<file path="src/rtl/pulse_id_pkg.sv">
// Shared types and constants for the pulse-ID persistence controller.
// Holds the FSM encoding and the restore arithmetic.
package pulse_id_pkg;

  localparam int PULSE_ID_W = 64;

  localparam logic [PULSE_ID_W-1:0] BLANK_ID = '1;

  typedef enum logic [2:0] {
    BOOT_WAIT,
    READ_REQ,
    READ_WAIT,
    RESTORE,
    IDLE,
    WRITE_REQ,
    WRITE_WAIT
  } state_e;

  // Erased MRAM reads back all-ones: start from zero instead of skipping.
  function automatic logic [PULSE_ID_W-1:0] restore_calc(
    input logic [PULSE_ID_W-1:0] rdata,
    input logic [PULSE_ID_W-1:0] skip
  );
    if (rdata == BLANK_ID) return '0;
    return rdata + skip;
  endfunction

endpackage

</file>
<file path="src/rtl/op_timeout.sv">
// Saturating cycle counter for MRAM wait supervision.
// expired stays high once the limit is reached, until cleared.
module op_timeout #(
  parameter int unsigned TIMEOUT_CYCLES = 1048576
) (
  input  logic clk,
  input  logic reset_n,
  input  logic clear,
  output logic expired
);

  localparam int unsigned W =
    (TIMEOUT_CYCLES < 1) ? 1 : $clog2(TIMEOUT_CYCLES + 1);
  localparam logic [W-1:0] LIMIT = W'(TIMEOUT_CYCLES);

  logic [W-1:0] cnt;

  always_ff @(posedge clk or negedge reset_n) begin
    if (!reset_n) begin
      cnt <= '0;
    end else if (clear) begin
      cnt <= '0;
    end else if (cnt != LIMIT) begin
      cnt <= cnt + 1'b1;
    end
  end

  assign expired = (cnt == LIMIT);

endmodule

</file>
<file path="src/rtl/pulse_id_persist_ctrl.sv">
// Restores the pulse-ID from MRAM at boot and saves it on each tick.
// Ticks arriving mid-write collapse into one pending save.
module pulse_id_persist_ctrl
  import pulse_id_pkg::*;
#(
  parameter logic [PULSE_ID_W-1:0] RESTORE_SKIP = 64'd100,
  parameter int unsigned TIMEOUT_CYCLES = 1048576
) (
  input  logic                  clk,
  input  logic                  reset_n,
  input  logic                  tick,
  input  logic                  save_enable,
  input  logic [PULSE_ID_W-1:0] pulse_id_in,
  output logic [PULSE_ID_W-1:0] restored_id,
  output logic                  restore_valid,
  output logic                  id_valid,
  output logic                  blank,
  output logic                  busy,
  output logic [15:0]           overrun_cnt,
  output logic                  mram_fault,
  output logic                  mram_start,
  output logic                  mram_write,
  output logic [PULSE_ID_W-1:0] mram_wdata,
  input  logic                  mram_ready,
  input  logic [PULSE_ID_W-1:0] mram_rdata
);

  state_e state, state_nx;

  logic                  pending;
  logic [PULSE_ID_W-1:0] shadow;
  logic [PULSE_ID_W-1:0] wdata_q;

  logic tick_ok;
  logic waiting;
  logic to_clear;
  logic to_expired;
  logic set_pend;
  logic clr_pend;
  logic latch_sh;
  logic load_wd;
  logic inc_ovr;
  logic rd_done;

  assign tick_ok = tick & save_enable & id_valid;

  assign waiting = (state == BOOT_WAIT) ||
                   (state == READ_WAIT) ||
                   (state == WRITE_WAIT);

  assign to_clear = (state_nx != state) &&
                    ((state_nx == BOOT_WAIT) ||
                     (state_nx == READ_WAIT) ||
                     (state_nx == WRITE_WAIT));

  op_timeout #(
    .TIMEOUT_CYCLES(TIMEOUT_CYCLES)
  ) u_timeout (
    .clk    (clk),
    .reset_n(reset_n),
    .clear  (to_clear),
    .expired(to_expired)
  );

  always_ff @(posedge clk or negedge reset_n) begin
    if (!reset_n) state <= BOOT_WAIT;
    else          state <= state_nx;
  end

  always_comb begin
    state_nx   = state;
    mram_start = 1'b0;
    set_pend   = 1'b0;
    clr_pend   = 1'b0;
    latch_sh   = 1'b0;
    load_wd    = 1'b0;
    inc_ovr    = 1'b0;
    rd_done    = 1'b0;
    unique case (state)
      BOOT_WAIT: begin
        if (mram_ready) state_nx = READ_REQ;
      end
      READ_REQ: begin
        if (mram_ready) begin
          mram_start = 1'b1;
          state_nx   = READ_WAIT;
        end
      end
      READ_WAIT: begin
        if (mram_ready) begin
          rd_done  = 1'b1;
          state_nx = RESTORE;
        end
      end
      RESTORE: begin
        state_nx = IDLE;
      end
      IDLE: begin
        if (tick_ok) begin
          latch_sh = 1'b1;
          load_wd  = 1'b1;
          state_nx = WRITE_REQ;
        end
      end
      WRITE_REQ: begin
        if (mram_ready) begin
          mram_start = 1'b1;
          state_nx   = WRITE_WAIT;
        end
        if (tick_ok) begin
          latch_sh = 1'b1;
          inc_ovr  = pending;
          set_pend = ~pending;
        end
      end
      WRITE_WAIT: begin
        if (tick_ok) begin
          latch_sh = 1'b1;
          inc_ovr  = pending;
          set_pend = ~pending;
        end
        // A tick landing on the exit edge counts as the pending save.
        if (mram_ready) begin
          clr_pend = 1'b1;
          if (pending || tick_ok) begin
            load_wd  = 1'b1;
            state_nx = WRITE_REQ;
          end else begin
            state_nx = IDLE;
          end
        end
      end
      default: begin
        state_nx = BOOT_WAIT;
      end
    endcase
  end

  always_ff @(posedge clk or negedge reset_n) begin
    if (!reset_n) begin
      pending     <= 1'b0;
      shadow      <= '0;
      wdata_q     <= '0;
      restored_id <= '0;
      id_valid    <= 1'b0;
      blank       <= 1'b0;
      overrun_cnt <= '0;
      mram_fault  <= 1'b0;
    end else begin
      if (clr_pend)      pending <= 1'b0;
      else if (set_pend) pending <= 1'b1;
      if (latch_sh) shadow <= pulse_id_in;
      if (load_wd)  wdata_q <= latch_sh ? pulse_id_in : shadow;
      if (rd_done) begin
        restored_id <= restore_calc(mram_rdata, RESTORE_SKIP);
        if (mram_rdata == BLANK_ID) blank <= 1'b1;
      end
      if (state == RESTORE) id_valid <= 1'b1;
      if (inc_ovr && (overrun_cnt != 16'hFFFF)) begin
        overrun_cnt <= overrun_cnt + 16'd1;
      end
      if (waiting && to_expired) mram_fault <= 1'b1;
    end
  end

  assign restore_valid = (state == RESTORE);
  assign busy          = (state != IDLE);
  assign mram_write    = (state == WRITE_REQ) ||
                         (state == WRITE_WAIT);
  assign mram_wdata    = wdata_q;

endmodule

</file>
<file path="config.mk">
export PLATFORM = sky130hd
export DESIGN_NAME = pulse_id_persist_ctrl
export DESIGN_NICKNAME = d
export VERILOG_FILES = /design/src/rtl/pulse_id_pkg.sv /design/src/rtl/op_timeout.sv /design/src/rtl/pulse_id_persist_ctrl.sv
export SDC_FILE = /design/constraint.sdc
export NUM_CORES = 1
export LEC_CHECK = 0
export CORE_ASPECT_RATIO = 1.75
export CORE_MARGIN = 2
export CORE_UTILIZATION = 40
export DETAILED_ROUTE_END_ITERATION = 6
export PLACE_DENSITY = 0.68
export SLEW_MARGIN = 20
export SYNTH_ARGS = -nofsm -noshare
export SYNTH_HDL_FRONTEND = slang
export SYNTH_HIERARCHICAL = 1
export SYNTH_SLANG_ARGS = --single-unit
</file>
<file path="constraint.sdc">
create_clock -name clk -period 3.02 [get_ports clk]
set_input_delay 0.906 -clock clk [delete_from_list [all_inputs] [get_ports clk]]
set_output_delay 0.906 -clock clk [all_outputs]
set_load 0.05 [all_outputs]
</file>
======== Word level (Yosys, flattened, before mapping) ========
Index checks and enable logic that the tools add are counted.
word-level totals
  register bits ........................... 236
  latch bits .............................. 0
  bits in writable memories ............... 0
  ROM bits ................................ 0
  input port bits ......................... 133
  output and inout bits ................... 151
  word-level logic and storage cells ...... 77
  memories kept ........................... 0
cells by class
  add/sub/neg operators ................... 3
  multipliers ............................. 0
  divide/modulo/power cells ............... 0
  order comparisons ....................... 0
  eq/ne operators ......................... 14
  shift operators ......................... 0
  muxes and demuxes ....................... 30
  bitwise gates (word level) .............. 3
  reductions and logical operators ........ 17
operator list
  kind                                                  count
  2-to-1 mux 64 bit                                     3
  adder 64 x 7 -> 64 bit (second input constant)        1
  equality test 64 bit (second input constant)          1
  2-to-1 mux 21 bit                                     2
  adder 21 x 1 -> 21 bit (second input constant)        1
  equality test 21 bit (second input constant)          1
  inequality test 21 bit (second input constant)        1
  case mux 3 bit (7 select lines)                       1
  2-to-1 mux 3 bit                                      6
  2-to-1 mux 1 bit                                      17
  adder 16 x 1 -> 16 bit (second input constant)        1
  inequality test 16 bit (second input constant)        1
  equality test 3 bit (second input constant)           4
  equality test 3 x 2 -> 1 bit (second input constant)  3
  zero test 3 bit                                       2
  logical OR 1 bit                                      6
  nonzero test 2 bit                                    2
  OR reduction 2 bit                                    2
  equality test 3 x 1 -> 1 bit (second input constant)  1
  logical AND 1 bit                                     3
  inequality test 3 bit                                 1
  inequality test 3 bit (second input constant)         1
  OR reduction 3 bit                                    1
  bitwise AND 1 bit                                     2
  other kinds (3)                                       3

======== Depth between registers and ports, before layout ========
  depth after elaboration ................. 11
  mapped depth ............................ 8

======== Cells and area by module ========
The synthesis kept the hierarchy.
by module, submodules not included
  module                 times used  cells an instance  area an instance (um2)
  pulse_id_persist_ctrl  1           796                9,532.9
  op_timeout             1           122                1,116.1

======== Least setup slack after synthesis ========
No wires, ideal clock.
  kind .................................... in2out
  from .................................... input port mram_ready
  to ...................................... output port mram_start
  data arrival time ....................... 2,090 ps
  data required time ...................... 2,114 ps
  setup slack ............................. 24 ps
  stages .................................. 2
  cells stage by stage .................... inv_1 -> nor3_1
on the way
  longest elaborated chain between the ends .. 2
RTL lines
  element           RTL line                                                   source
  from (decl)       pulse_id_persist_ctrl.sv:24                                input logic mram_ready,
  2-to-1 mux 1 bit  pulse_id_persist_ctrl.sv:84, pulse_id_persist_ctrl.sv:106
  2-to-1 mux 1 bit  --
  to (decl)         pulse_id_persist_ctrl.sv:21                                output logic mram_start,
Every way passes these cells.

======== Worst setup path in the final report ========
Ends and elaborated chain as after synthesis.

==> impl_metrics.yaml <==
routing:
  antenna_left: 0
  wire_per_inst_um: 17.3
  drc: 0
  drt_iter0_drc: 279
  post_drt_via_cell_ratio: 5.04
  num_vias: 8158
  firstDrtPassIters: 6
  wl_um: 28000
sta:
  setup_violations: 0
  hold_viol: 0
  final_max_slew_viol_count: 0
  grt_setup_unrepaired: "false"
  min_period_ns: 2.88
  slew_headroom_pct: 60.1
  fin_skew_ns: 0.0156
  setup_slack_ns: 0.139
  tightest_slew_ns: 0.597
  fin_crit_sh_pct: 95.4
  fmax_ghz: 0.347
logic_synthesis:
  synthDominantCellAreaShare_pct: 55.5
  synth_cell_types: 54
  synth.yosys.warnings: 6
  ys_ff_latch: 236
  ys_seq_area_share_pct: 55.5
  syn-num-nets: 1055
  synth_ff_type: "dfrtp_1"
  synthArstFlopShare_pct: 100
  syn_avg_cell_area_sq_um: 11.6
  syn_area_sq_um: 10600
  yosys.area.top_type: "dfrtp_1"
  yosys-top-cells-area: "dfrtp_1, mux2_2, xnor2_1"
  syn-instance-count: 918
  synth_edf_count: 0
clock_tree:
  worst_skew_pair.late_latency_ns: 0.51
  clk_pin_slew_ns: 0.06
  cts-resized-gates: 0
  htreeDepth: 1
  ctsRootBufferMaster: "clkbuf_16"
  postCtsSetupBuffers: 0
  tritoncts: "built"
  cts_hold_buffers: 0
  cts.sinks: 236
  cts_buffers: 22
  cts-root-to-sink-buffers: 3
critical_path:
  crit_path_start_kind: "input port"
  worst-path-buf-inv: 4
  crit_fanout: 4
  critPathCaptureType: "primary output"
  cpMaxStageDelayCell: "clkdlybuf4s50_1"
  crit_family: "buffers and inverters"
  cp_data_arrival_time_ns: 1.97
  cp_cell_sequence: "clkdlybuf4s50_1, inv_1, nor3_1, buf_4, buf_12"
  cp.required_ns: 2.11
  cpPeakStageDelay_ns: 0.48
  path_class: "input port to primary output"
grt:
  grt_max_degree: 101
  grt_pass1_vias: 8467
  overflow: 0
  antenna_found_initial: 0
  grt_pass1_wl_um: 44500
  gr-usage-all-layers_pct: 20.0
place:
  place_hpwl_um: 21600
  dp_slack_ns: -0.0810
  io_buffer_count: 283
  routabilityCongestion: 0.911
finish:
  final_common_cell: "clkdlybuf4s50_1"
  diodes: 0
  layout.nets: 1417
  drive_above_1_share_pct: 23.5
  area_delta_synth_final_pct: 44.4
  mostFrequentLayoutCells: "clkdlybuf4s50_1, dfrtp_1, mux2_2, nand2_1, buf_4"
die:
  rows: 79
  top_level_ports: 284
  die_h_um: 220
  coreArea_sq_um: 26400
  dieArea_sq_um: 28000
  dieWidth_um: 127
  start_util_pct: 40.3
power_and_ir_drop:
  power_switching_share_pct: 42.4
  clkPwrFrac_pct: 18.4
  cellPowerDensity_nw_per_um2: 1030
  total_power_w: 0.0158
  pwr-share-comb_pct: 48.8
  p_switching_w: 0.00671
  max-vdd-ir-drop_uv: 761
  internal_power_w: 0.00912
  power.leakage_nw: 6.47
  p_seq_share_pct: 32.8
outcome:
  status: "finished clean"
flow_run:
  cap_violations: 0
min_path:
  hold_class: "input port to async pin"
==> Yosys cell counts, types with 19 or more instances <==
master,n
a21oi_1,24
nor2_1,49
nand3_1,33
inv_1,21
nand4_1,28
nand2_1,94
dfrtp_1,236
mux2_2,130
xor2_1,26
clkbuf_1,19
xnor2_1,60
o21ai_0,48
==> per-stage QoR <==
step / hold slack [ns] / setup TNS [ns] / area [sq um] / utilization [%] / instances
final: 0.315 / 0 / 15400 / 58.3 / 1620
after detailed placement: 0.463 / -0.436 / 14600 / 55.4 / 1580
after global routing: 0.332 / 0 / 15400 / 58.3 / 1620
after CTS: 0.321 / 0 / 15400 / 58.3 / 1620
after floorplan: 0.468 / 0 / 10600 / - / 918
after global placement: 0.454 / -0.0609 / 14600 / 55.4 / 1580
==> layer usage <==
metal,up-vias,wire (um),global-route usage [%]
met5,-,0,0
met4,0,1010,8.21
met3,55,1600,3.64
met2,249,15300,38.2
met1,3919,10100,21.3
li1,3935,-,-
==> cell families after synthesis <==
| group | after synthesis | share of synthesized area (%) |
|---|---|---|
| and+or+nand+nor | 301 | 15.3 |
| xor gates and xnor gates | 86 | 7.07 |
| AOI/OAI and AO/OA | 101 | 5.42 |
| DFF | 236 | 55.5 |
| adders and majority gates | 4 | 0.470 |
| buffers and inverters | 59 | 2.43 |
| muxes | 131 | 13.8 |
==> state kept, by name, summed over array words and instances, names as in the netlist <==
| name | flops |
|---|---|
| pending | 1 |
| mram_wdata | 64 |
| mram_fault | 1 |
| u_timeout/cnt | 21 |
| state | 3 |
| id_valid | 1 |
| shadow | 64 |
| blank | 1 |
| restored_id | 64 |
| overrun_cnt | 16 |
==> cell type report <==
type,instances,area [sq um]
Tap cell,324,405
Multi-Input combinational cell,623,4520
Fill cell,2245,11000
Clock inverter,14,151
Inverter,21,78.8
Clock buffer,26,617
Sequential cell,236,5910
Timing Repair Buffer,376,3700
==> worst paths after layout <==
| check | to | start | slack, ns | cells past startpoint |
|---|---|---|---|---|
| worst max-delay path | mram_start | mram_ready | 0.14 | 5 |
| worst min-delay path | overrun_cnt[0]$_DFFE_PN0P_ | reset_n | 0.32 | 1 |
| worst max register to register | mram_wdata[12]$_DFFE_PN0P_ | state[1]$_DFF_PN0_ | 0.94 | 5 |
| worst min register to register | restored_id[4]$_DFFE_PN0P_ | restored_id[4]$_DFFE_PN0P_ | 0.48 | 2 |
| max in group asynchronous | restored_id[38]$_DFFE_PN0P_ | reset_n | 1.98 | 2 |
| min in group clk | restored_id[4]$_DFFE_PN0P_ | restored_id[4]$_DFFE_PN0P_ | 0.48 | 2 |
==> power by group through the flow <==
stage | sequential (W) | combinational [W] | clock, W
after floorplan | 0.00805 | 0.00207 | 0
after global placement | 0.00521 | 0.00768 | 0
after detailed placement | 0.00526 | 0.00779 | 0
after CTS | 0.00522 | 0.00780 | 0.00301
after global routing | 0.00537 | 0.00814 | 0.00313
final | 0.00520 | 0.00772 | 0.00292
Power figures use the tool's default switching activity.
